[config.mk]
export PLATFORM = sky130hd
export DESIGN_NAME = pipe_stage_reg_flat
export DESIGN_NICKNAME = d
export VERILOG_FILES = /design/src/rtl/pipe_stage_reg_if.sv /design/src/rtl/pipe_stage_reg.sv /design/src/flat_wrapper.sv
export SDC_FILE = /design/constraint.sdc
export NUM_CORES = 1
export LEC_CHECK = 0
export ABC_AREA = 1
export ABC_CLOCK_PERIOD_IN_PS = 4100
export BUFFER_PORTS_ARGS = -buffer_cell sky130_fd_sc_hd__buf_4
export CAP_MARGIN = 20
export CORE_AREA = 4 4 120 122
export CTS_BUF_LIST = sky130_fd_sc_hd__clkbuf_8
export DETAILED_ROUTE_END_ITERATION = 10
export DIE_AREA = 0 0 124 126
export PLACE_DENSITY_LB_ADDON = 0.08
export REMOVE_ABC_BUFFERS = 1
export SLEW_MARGIN = 20
export SYNTH_ARGS = -nofsm -noshare
export SYNTH_HDL_FRONTEND = slang
export SYNTH_SLANG_ARGS = --single-unit
[constraint.sdc]
create_clock -name clk -period 4.1 [get_ports clk]
set_input_delay 0.615 -clock clk [delete_from_list [all_inputs] [get_ports clk]]
set_output_delay 0.615 -clock clk [all_outputs]
set_load 0.01 [all_outputs]
[src/rtl/pipe_stage_reg_if.sv]
// pipe_stage_reg_if: payload and pipeline-control bundle for one stage-boundary register
interface pipe_stage_reg_if #(parameter int WIDTH = 64);
    logic [WIDTH-1:0] in_data;
    logic             in_valid;
    logic             stall;
    logic             bubble;
    logic [WIDTH-1:0] out_data;
    logic             out_valid;
    modport master (output in_data, in_valid, stall, bubble, input out_data, out_valid);
    modport slave (input in_data, in_valid, stall, bubble, output out_data, out_valid);
endinterface

[src/rtl/pipe_stage_reg.sv]
// pipe_stage_reg: Y86-64 pipeline register with stall/bubble control, event counters, stall watchdog and sticky error flags
module pipe_stage_reg #(
    parameter int               WIDTH      = 64,
    parameter logic [WIDTH-1:0] RST_VAL    = '0,
    parameter logic [WIDTH-1:0] BUBBLE_VAL = '0,
    parameter int               CNT_W      = 16,
    parameter int               MAX_STALL  = 8
) (
    input  logic              clk,
    input  logic              rst_n,
    pipe_stage_reg_if.slave   bus,
    input  logic              cnt_clr,
    input  logic              err_clr,
    output logic [CNT_W-1:0]  stall_cnt,
    output logic [CNT_W-1:0]  bubble_cnt,
    output logic [CNT_W-1:0]  stall_run,
    output logic              wdog_err,
    output logic              ctl_err
);
    localparam logic [CNT_W-1:0] MAX_RUN = CNT_W'(MAX_STALL);
    logic [CNT_W-1:0] stall_cnt_nxt, bubble_cnt_nxt, run_nxt;
    logic             ctl_hit, wdog_hit;
    // next counter values: cnt_clr discards this cycle's event, counters saturate at all-ones
    always_comb begin
        stall_cnt_nxt  = cnt_clr ? '0 : (bus.stall && stall_cnt != '1) ? stall_cnt + 1'b1 : stall_cnt;
        bubble_cnt_nxt = cnt_clr ? '0 : (!bus.stall && bus.bubble && bubble_cnt != '1) ? bubble_cnt + 1'b1 : bubble_cnt;
        run_nxt        = (cnt_clr || !bus.stall) ? '0 : (stall_run == '1) ? stall_run : stall_run + 1'b1;
        ctl_hit        = bus.stall & bus.bubble;
        wdog_hit       = run_nxt == MAX_RUN;
    end
    // payload register: stall holds, bubble injects a nop, otherwise load upstream
    always_ff @(posedge clk or negedge rst_n) begin
        if (!rst_n) begin
            bus.out_data  <= RST_VAL;
            bus.out_valid <= 1'b0;
        end else if (!bus.stall) begin
            bus.out_data  <= bus.bubble ? BUBBLE_VAL : bus.in_data;
            bus.out_valid <= bus.bubble ? 1'b0 : bus.in_valid;
        end
    end
    // event counters and sticky flags; a new error on the clearing edge keeps its flag set
    always_ff @(posedge clk or negedge rst_n) begin
        if (!rst_n) begin
            stall_cnt  <= '0;
            bubble_cnt <= '0;
            stall_run  <= '0;
            wdog_err   <= 1'b0;
            ctl_err    <= 1'b0;
        end else begin
            stall_cnt  <= stall_cnt_nxt;
            bubble_cnt <= bubble_cnt_nxt;
            stall_run  <= run_nxt;
            wdog_err   <= wdog_hit | (wdog_err & ~err_clr);
            ctl_err    <= ctl_hit | (ctl_err & ~err_clr);
        end
    end
endmodule

[src/flat_wrapper.sv]
// flat-port wrapper written by rule: the top's interface ports become plain ports
module pipe_stage_reg_flat 
#(
    parameter int               WIDTH      = 64,
    parameter logic [WIDTH-1:0] RST_VAL    = '0,
    parameter logic [WIDTH-1:0] BUBBLE_VAL = '0,
    parameter int               CNT_W      = 16,
    parameter int               MAX_STALL  = 8
)
  (clk, rst_n, cnt_clr, err_clr, stall_cnt, bubble_cnt, stall_run, wdog_err, ctl_err, bus_in_data, bus_in_valid, bus_stall, bus_bubble, bus_out_data, bus_out_valid);
  pipe_stage_reg_if #(.WIDTH(WIDTH)) bus_i ();
  input  logic clk;
  input  logic rst_n;
  input  logic cnt_clr;
  input  logic err_clr;
  output logic [CNT_W-1:0] stall_cnt;
  output logic [CNT_W-1:0] bubble_cnt;
  output logic [CNT_W-1:0] stall_run;
  output logic wdog_err;
  output logic ctl_err;
  input wire logic [$bits(bus_i.in_data)-1:0] bus_in_data;
  input wire logic [$bits(bus_i.in_valid)-1:0] bus_in_valid;
  input wire logic [$bits(bus_i.stall)-1:0] bus_stall;
  input wire logic [$bits(bus_i.bubble)-1:0] bus_bubble;
  output wire logic [$bits(bus_i.out_data)-1:0] bus_out_data;
  output wire logic [$bits(bus_i.out_valid)-1:0] bus_out_valid;
  assign bus_i.in_data = bus_in_data;
  assign bus_i.in_valid = bus_in_valid;
  assign bus_i.stall = bus_stall;
  assign bus_i.bubble = bus_bubble;
  assign bus_out_data = bus_i.out_data;
  assign bus_out_valid = bus_i.out_valid;
  pipe_stage_reg #(.WIDTH(WIDTH), .RST_VAL(RST_VAL), .BUBBLE_VAL(BUBBLE_VAL), .CNT_W(CNT_W), .MAX_STALL(MAX_STALL)) u_core (.clk(clk), .rst_n(rst_n), .bus(bus_i), .cnt_clr(cnt_clr), .err_clr(err_clr), .stall_cnt(stall_cnt), .bubble_cnt(bubble_cnt), .stall_run(stall_run), .wdog_err(wdog_err), .ctl_err(ctl_err));
endmodule
==> run metrics, run 1 <==
Worst-path clk slew ~70 ps; Distinct cells, synth 31; fin crit period ~2100 ps; largest net degree at the start of global routing 116; WP data required approximately 4500 ps; Final Cell Area 0.00743 mm²; max incr delay on CP between 400 and 500 ps; port bufs ~190; max-cap violation count 0; Slew Viols, Final 0; Die X roughly 120 µm; Reg area 0.00288 mm²; Largest delay share family, worst path simple AND/OR/NAND/NOR gates; later-pin clock latency in the skew report roughly 430 ps; final hold vios 0; Critical Path AT 2420 ps; R2R depth 11; DR iter-0 viols about 400; r2r endpoint u_core.stall_cnt[3]; Pwr Density roughly 360 mW/mm²; outcome finished, final reports clean; crit end category flip-flop; register bit total from synthesis about 120; Routed WL 15.8 mm; most common flop cell mapped by yosys dfrtp_1; Resized cells post-CTS 0; Crit Path Max Fanout 20; Post-DRT Antenna Nets 0; vias per cell 4.96; nets around 950; most frequent CP cell nand2_2; proportion of layout cells with a drive suffix above 1 a little over a quarter; core area approximately 0.013 mm²; # fillers about 1200; Starting Density slightly above 40%; ys async rst share 100%; Syn Area/Cell between 7 and 8 µm²; # rows between 40 and 50; final setup vio count 0; post-route total power 2.66 mW; TNS Setup 0 ps; Buf/Inv on CP 0; final setup margin between 2000 and 2500 ps; peak supply drop approximately 0.00019 V; Root Buffer clkbuf_8; pre-CTS setup slack ~1600 ps; CTS tree done; Hold/Removal Path Class primary input to async pin; R2R Path Start u_core.stall_cnt[0]; Setup CP Type flip-flop to flip-flop; P_leak between 3 and 4 nW; clock tree sinks approximately 120; Remaining Overflow, GRT 0; unrepaired setup endpoints after global routing false; worst setup path start u_core.stall_cnt[0]; most common cell after layout, fill and taps aside nand2_1; Layout Cells excl Fill approximately 1100; WP depth 11; R2R setup slack approximately 2000 ps; Cell Area, Placed between 0.007 and 0.008 mm²; 1st-pass router iterations 4; Tightest Pin Transition approximately 720 ps; Post-synth EDFFs 0; Peak Freq 482 MHz; placed instance count 1036; Detail Placement HPWL 11.3 mm; number of inserted diodes 0; number of global-route vias before repair roughly 5200; GRT Overall Usage about a fifth; Synth Instances ~700; Slew headroom between 50% and 60%; initial antenna violation count 0; sequential-to-total area share from yosys stat between 50% and 60%; Syn. warnings 0; CP endpoint u_core.stall_cnt[3]; I/O pin total roughly 190; multi-input logic area approximately 0.0022 mm²; CTS buffer count 17; Crit-path slowest cell dfrtp_1; Post-CTS Hold Buffers 0; Mapped Area between 0.005 and 0.006 mm²; post-CTS setup buffer count 0; final cycle utilization of the critical path between 50% and 60%; skew final around 8.6 ps; final routed DRC violation total 0; CP Launch Type flip-flop; Die H roughly 130 µm; routed vias roughly 5300; Routability Congestion 0.870; CTS Buffer Depth 2; Layout area overhead 35.7%; post-DR wirelength/cell between 10 and 15 µm; cells along the critical path ha_1, nand2_1, nor2_4, nand2_2, nor2_4, nand2_2, nand2_4, nand2_2, nand2_4, nor2_2, nor3_2; global-route wire length before repair approximately 26 mm; Die Area ~0.016 mm²; H-tree depth 4; most frequent cells in the layout nand2_1 (221), buf_4 (189), dfrtp_1 (115), nand3_1 (104), nor2_1 (66)
[sequential cells by signal, indices dropped and copies added (netlist names)]
name                  count
u_core.bus.out_valid      1
u_core.bus.out_data      64
u_core.stall_run         16
u_core.stall_cnt         16
u_core.wdog_err           1
u_core.bubble_cnt        16
u_core.ctl_err            1
[cell families after synthesis]
kind of cell / share of synthesized area [%]
buf+inv: 6.45
flops: 52.6
compound gates: 4.69
fa+ha+maj: 0.686
simple gates: 34.5
xor+xnor: 1.12
[metrics by stage]
step	utilization (%)	hold slack (ps)
floorplan	-	319
finish	56.3	221
global placement	53.2	463
global route	56.3	286
detailed placement	53.2	466
CTS	56.3	277
[power breakdown]
part	internal, mW	switching (mW)
clock	0.639	0.450
combinational	0.155	0.178
sequential	1.20	0.0457
[Yosys cell counts, types with 3 or more instances]
| cell type | n | area (µm²) |
|---|---|---|
| buf_2 | 3 | 15.0 |
| dfrtp_1 | 115 | 2880 |
| a21oi_1 | 17 | 85.1 |
| xor2_1 | 5 | 43.8 |
| o21ai_0 | 19 | 95.1 |
| nor3_2 | 3 | 30.0 |
| nand4_1 | 14 | 87.6 |
| clkbuf_1 | 21 | 78.8 |
| ha_1 | 3 | 37.5 |
| inv_1 | 60 | 225 |
| nand2_1 | 221 | 830 |
| nor2_1 | 66 | 248 |
| buf_1 | 3 | 11.3 |
| nand3_1 | 104 | 521 |
| nor3_1 | 7 | 35.0 |
| nor2_2 | 4 | 25.0 |
| nand2_2 | 4 | 25.0 |
| o21ai_1 | 9 | 45.0 |
[layer usage]
layer	up-vias	wire length, µm	GRT usage [%]
met5	-	0	0
met4	0	373	8.18
met3	27	1410	7.53
met2	185	7310	32.3
met1	2483	6700	26.7
li1	2600	-	-
[layout make-up]
type / instances / share of cell area [%]
Clock buffer: 20 / 3.71
Tap cell: 176 / 2.96
Inverter: 63 / 3.18
Clock inverter: 12 / 1.84
Multi-Input combinational cell: 492 / 30.2
Timing Repair Buffer: 190 / 19.4
Sequential cell: 115 / 38.7
[how the worst min path moves through the flow]
stage,depth (start not counted),end,slack (ps)
final,2,u_core.bus.out_data[32],220
after global routing,2,u_core.bus.out_data[32],290
after CTS,2,u_core.bus.out_data[32],280
after detailed placement,2,u_core.bus.out_data[48],470
after global placement,2,u_core.bus.out_data[24],460
after floorplan,0,u_core.bubble_cnt[0],320
Power figures use the tool's default switching activity.
==> run 2: changes to the inputs <==
--- a/config.mk
+++ b/config.mk
@@ -6,7 +6,7 @@
 export NUM_CORES = 1
 export LEC_CHECK = 0
 export ABC_AREA = 1
-export ABC_CLOCK_PERIOD_IN_PS = 4100
+export ABC_CLOCK_PERIOD_IN_PS = 1700
 export BUFFER_PORTS_ARGS = -buffer_cell sky130_fd_sc_hd__buf_4
 export CAP_MARGIN = 20
 export CORE_AREA = 4 4 120 122
==> constraint.sdc (replaced) <==
create_clock -name clk -period 1.7 [get_ports clk]
set_input_delay 0.255 -clock clk [delete_from_list [all_inputs] [get_ports clk]]
set_output_delay 0.255 -clock clk [all_outputs]
set_load 0.01 [all_outputs]
==> run 2 against run 1 <==
  * First-iteration DRC count fell by 7.8%
  * Final cell count rose by 7.7%
  * Clock power rose by 130%
==> run metrics, run 2 (same netlist as run 1, synthesis figures left out) <==
Die Area roughly 0.016 mm²; # fillers 1141; final cycle utilization of the critical path slightly below 100%; Routability Congestion just over 0.9; final routed DRC violation total 0; CTS tree done; final setup margin roughly 12 ps; Layout area overhead 51.5%; outcome finished, final reports clean; CP Launch Type flip-flop; I/O pin total around 190; most flop-heavy register u_core.bus.out_data; most common cell after layout, fill and taps aside buf_4; Tightest Pin Transition between 600 and 700 ps; Starting Density about two fifths; unrepaired setup endpoints after global routing true; crit end category flip-flop; global-route wire length before repair approximately 28 mm; most frequent CP cell nand2_1; Critical Path AT between 2000 and 2500 ps; DR iter-0 viols ~370; uppermost layer routed met4; Buf/Inv on CP 3; largest net degree at the start of global routing 67; Die H approximately 130 µm; worst hold stages 3; routed vias 5651; Reg area 0.00288 mm²; Peak Freq approximately 590 MHz; post-DR wirelength/cell between 10 and 15 µm; initial antenna violation count 0; TNS Setup 0 ps; Cell Area, Placed 0.00749 mm²; Crit-path slowest cell dfrtp_1; Setup CP Type flip-flop to flip-flop; nets about 1000; proportion of layout cells with a drive suffix above 1 between 30 and 40%; 1st-pass router iterations 5; Die X 124 µm; CTS Buffer Depth 2; M1 WL about 7 mm; Post-DRT Antenna Nets 0; skew final around 10 ps; hold_sp bus_in_data[6]; WP data required 2080 ps; vias per cell 4.91; R2R Path Start u_core.stall_run[0]; Hold/Removal Path Class primary input to flip-flop; Worst-path clk slew around 70 ps; max incr delay on CP 420 ps; R2R setup slack approximately 12 ps; CTS buffer count 17; Slew Viols, Final 0; peak supply drop 0.000455 V; Worst Hold End u_core.bus.out_data[6]; Largest delay share family, worst path simple AND/OR/NAND/NOR gates; R2R depth 13; multi-input logic area 0.00244 mm²; cells along the critical path ha_4, inv_1, nor2_2, nand2_2, inv_2, nand2_2, buf_6, nand3_1, nand2_1, nand2_1, nor2_2, nand3_1, nand2_1; final setup vio count 0; core area approximately 0.013 mm²; number of global-route vias before repair 5682; port bufs around 190; max-cap violation count 0; Remaining Overflow, GRT 0; Detail Placement HPWL roughly 12 mm; Final Cell Area 0.00829 mm²; Routed WL around 17 mm; fin crit period between 1500 and 2000 ps; routed wl met2 approximately 8.4 mm; Pwr Density around 800 mW/mm²; H-tree depth 4; r2r endpoint u_core.wdog_err; GRT Overall Usage ~22%; Root Buffer clkbuf_8; Crit Path Max Fanout 5; clock tree sinks approximately 120; pre-CTS setup slack -125 ps; # rows 42; Met3 Wirelength between 1 and 1.5 mm; later-pin clock latency in the skew report ~450 ps; Slew headroom between 50% and 60%; max reg flops 64; most frequent cells in the layout buf_4 (253), nand2_1 (213), dfrtp_1 (110), nand3_1 (95), inv_1 (57); final hold vios 0; number of inserted diodes 0; P_leak about 4.3 nW
## run 2: cell types whose count changed in the layout (fill, tap and decap cells not counted), moves of 6 or more
cell / before / now
dlygate4sd3_1: 0 / 11
nor2_4: 2 / 8
nor2_1: 66 / 54
nand3_2: 1 / 9
nand2_2: 4 / 11
nor2_2: 4 / 10
nand2_1: 221 / 213
nand3_1: 104 / 95
buf_4: 189 / 253
## run 2: timing repair
| action | 4_1_cts | 5_1_grt |
|---|---|---|
| buffers inserted | 1 | 10 |
| pin swaps | 1 | 28 |
| gates resized for setup | 4 | 63 |
| hold endpoints to repair | 33 | 0 |
| hold buffers | 11 | 0 |
| endpoints found under the setup margin | 12 | 27 |
## run 2: final cells by class
type | instances | share of cell area (%)
clock buffers | 18 | 2.99
clock inverters | 14 | 1.67
inverters | 63 | 2.88
multi-input cells | 492 | 29.4
flip-flops and latches | 115 | 34.8
well taps | 176 | 2.65
repair buffers | 272 | 25.6
## run 2: where the power goes
part | switching [mW] | internal (mW) | leakage [nW]
logic | 0.488 | 0.476 | 2.58
clock network | 1.18 | 1.33 | 0.194
registers | 0.0900 | 2.88 | 1.53
## run 2: metal layers
metal  global-route usage (%)  vias to the layer above
met1                     27.6                     2647
met4                     9.09                        0
li1                         -                     2768
met5                        0                        -
met3                     7.26                       38
met2                     36.1                      198
## run 2: worst reg2reg max path: cells and delay by family, from the launching register on
kind	cells	cell delay [ps]
and+or+nand+nor	9	780
DFF	1	420
adders and majority gates	1	200
buffers and inverters	3	250
## run 2: worst max path at each step
stage                                   start                    end  slack [ps]  depth (start not counted)
after CTS                 u_core.stall_run[1]        u_core.wdog_err           7                         13
after detailed placement  u_core.stall_cnt[0]   u_core.stall_cnt[12]        -120                         11
after floorplan                    bus_bubble  u_core.bubble_cnt[14]        -340                          8
after global routing      u_core.stall_run[0]        u_core.wdog_err         -90                         13
final                     u_core.stall_run[0]        u_core.wdog_err          10                         13
after global placement    u_core.stall_cnt[0]   u_core.stall_cnt[12]         -10                         11
## run 2: stage by stage
step           power, mW  hold slack [ps]  cells  utilization (%)
2_1_floorplan       3.30            -40.6    670                -
3_3_place_gp        3.91              208   1096             56.8
3_5_place_dp        3.93              210   1096             56.8
4_1_cts             6.49            0.365   1140             60.8
5_1_grt             6.77             7.69   1150             62.9
6_report            6.45             32.2   1150             62.9
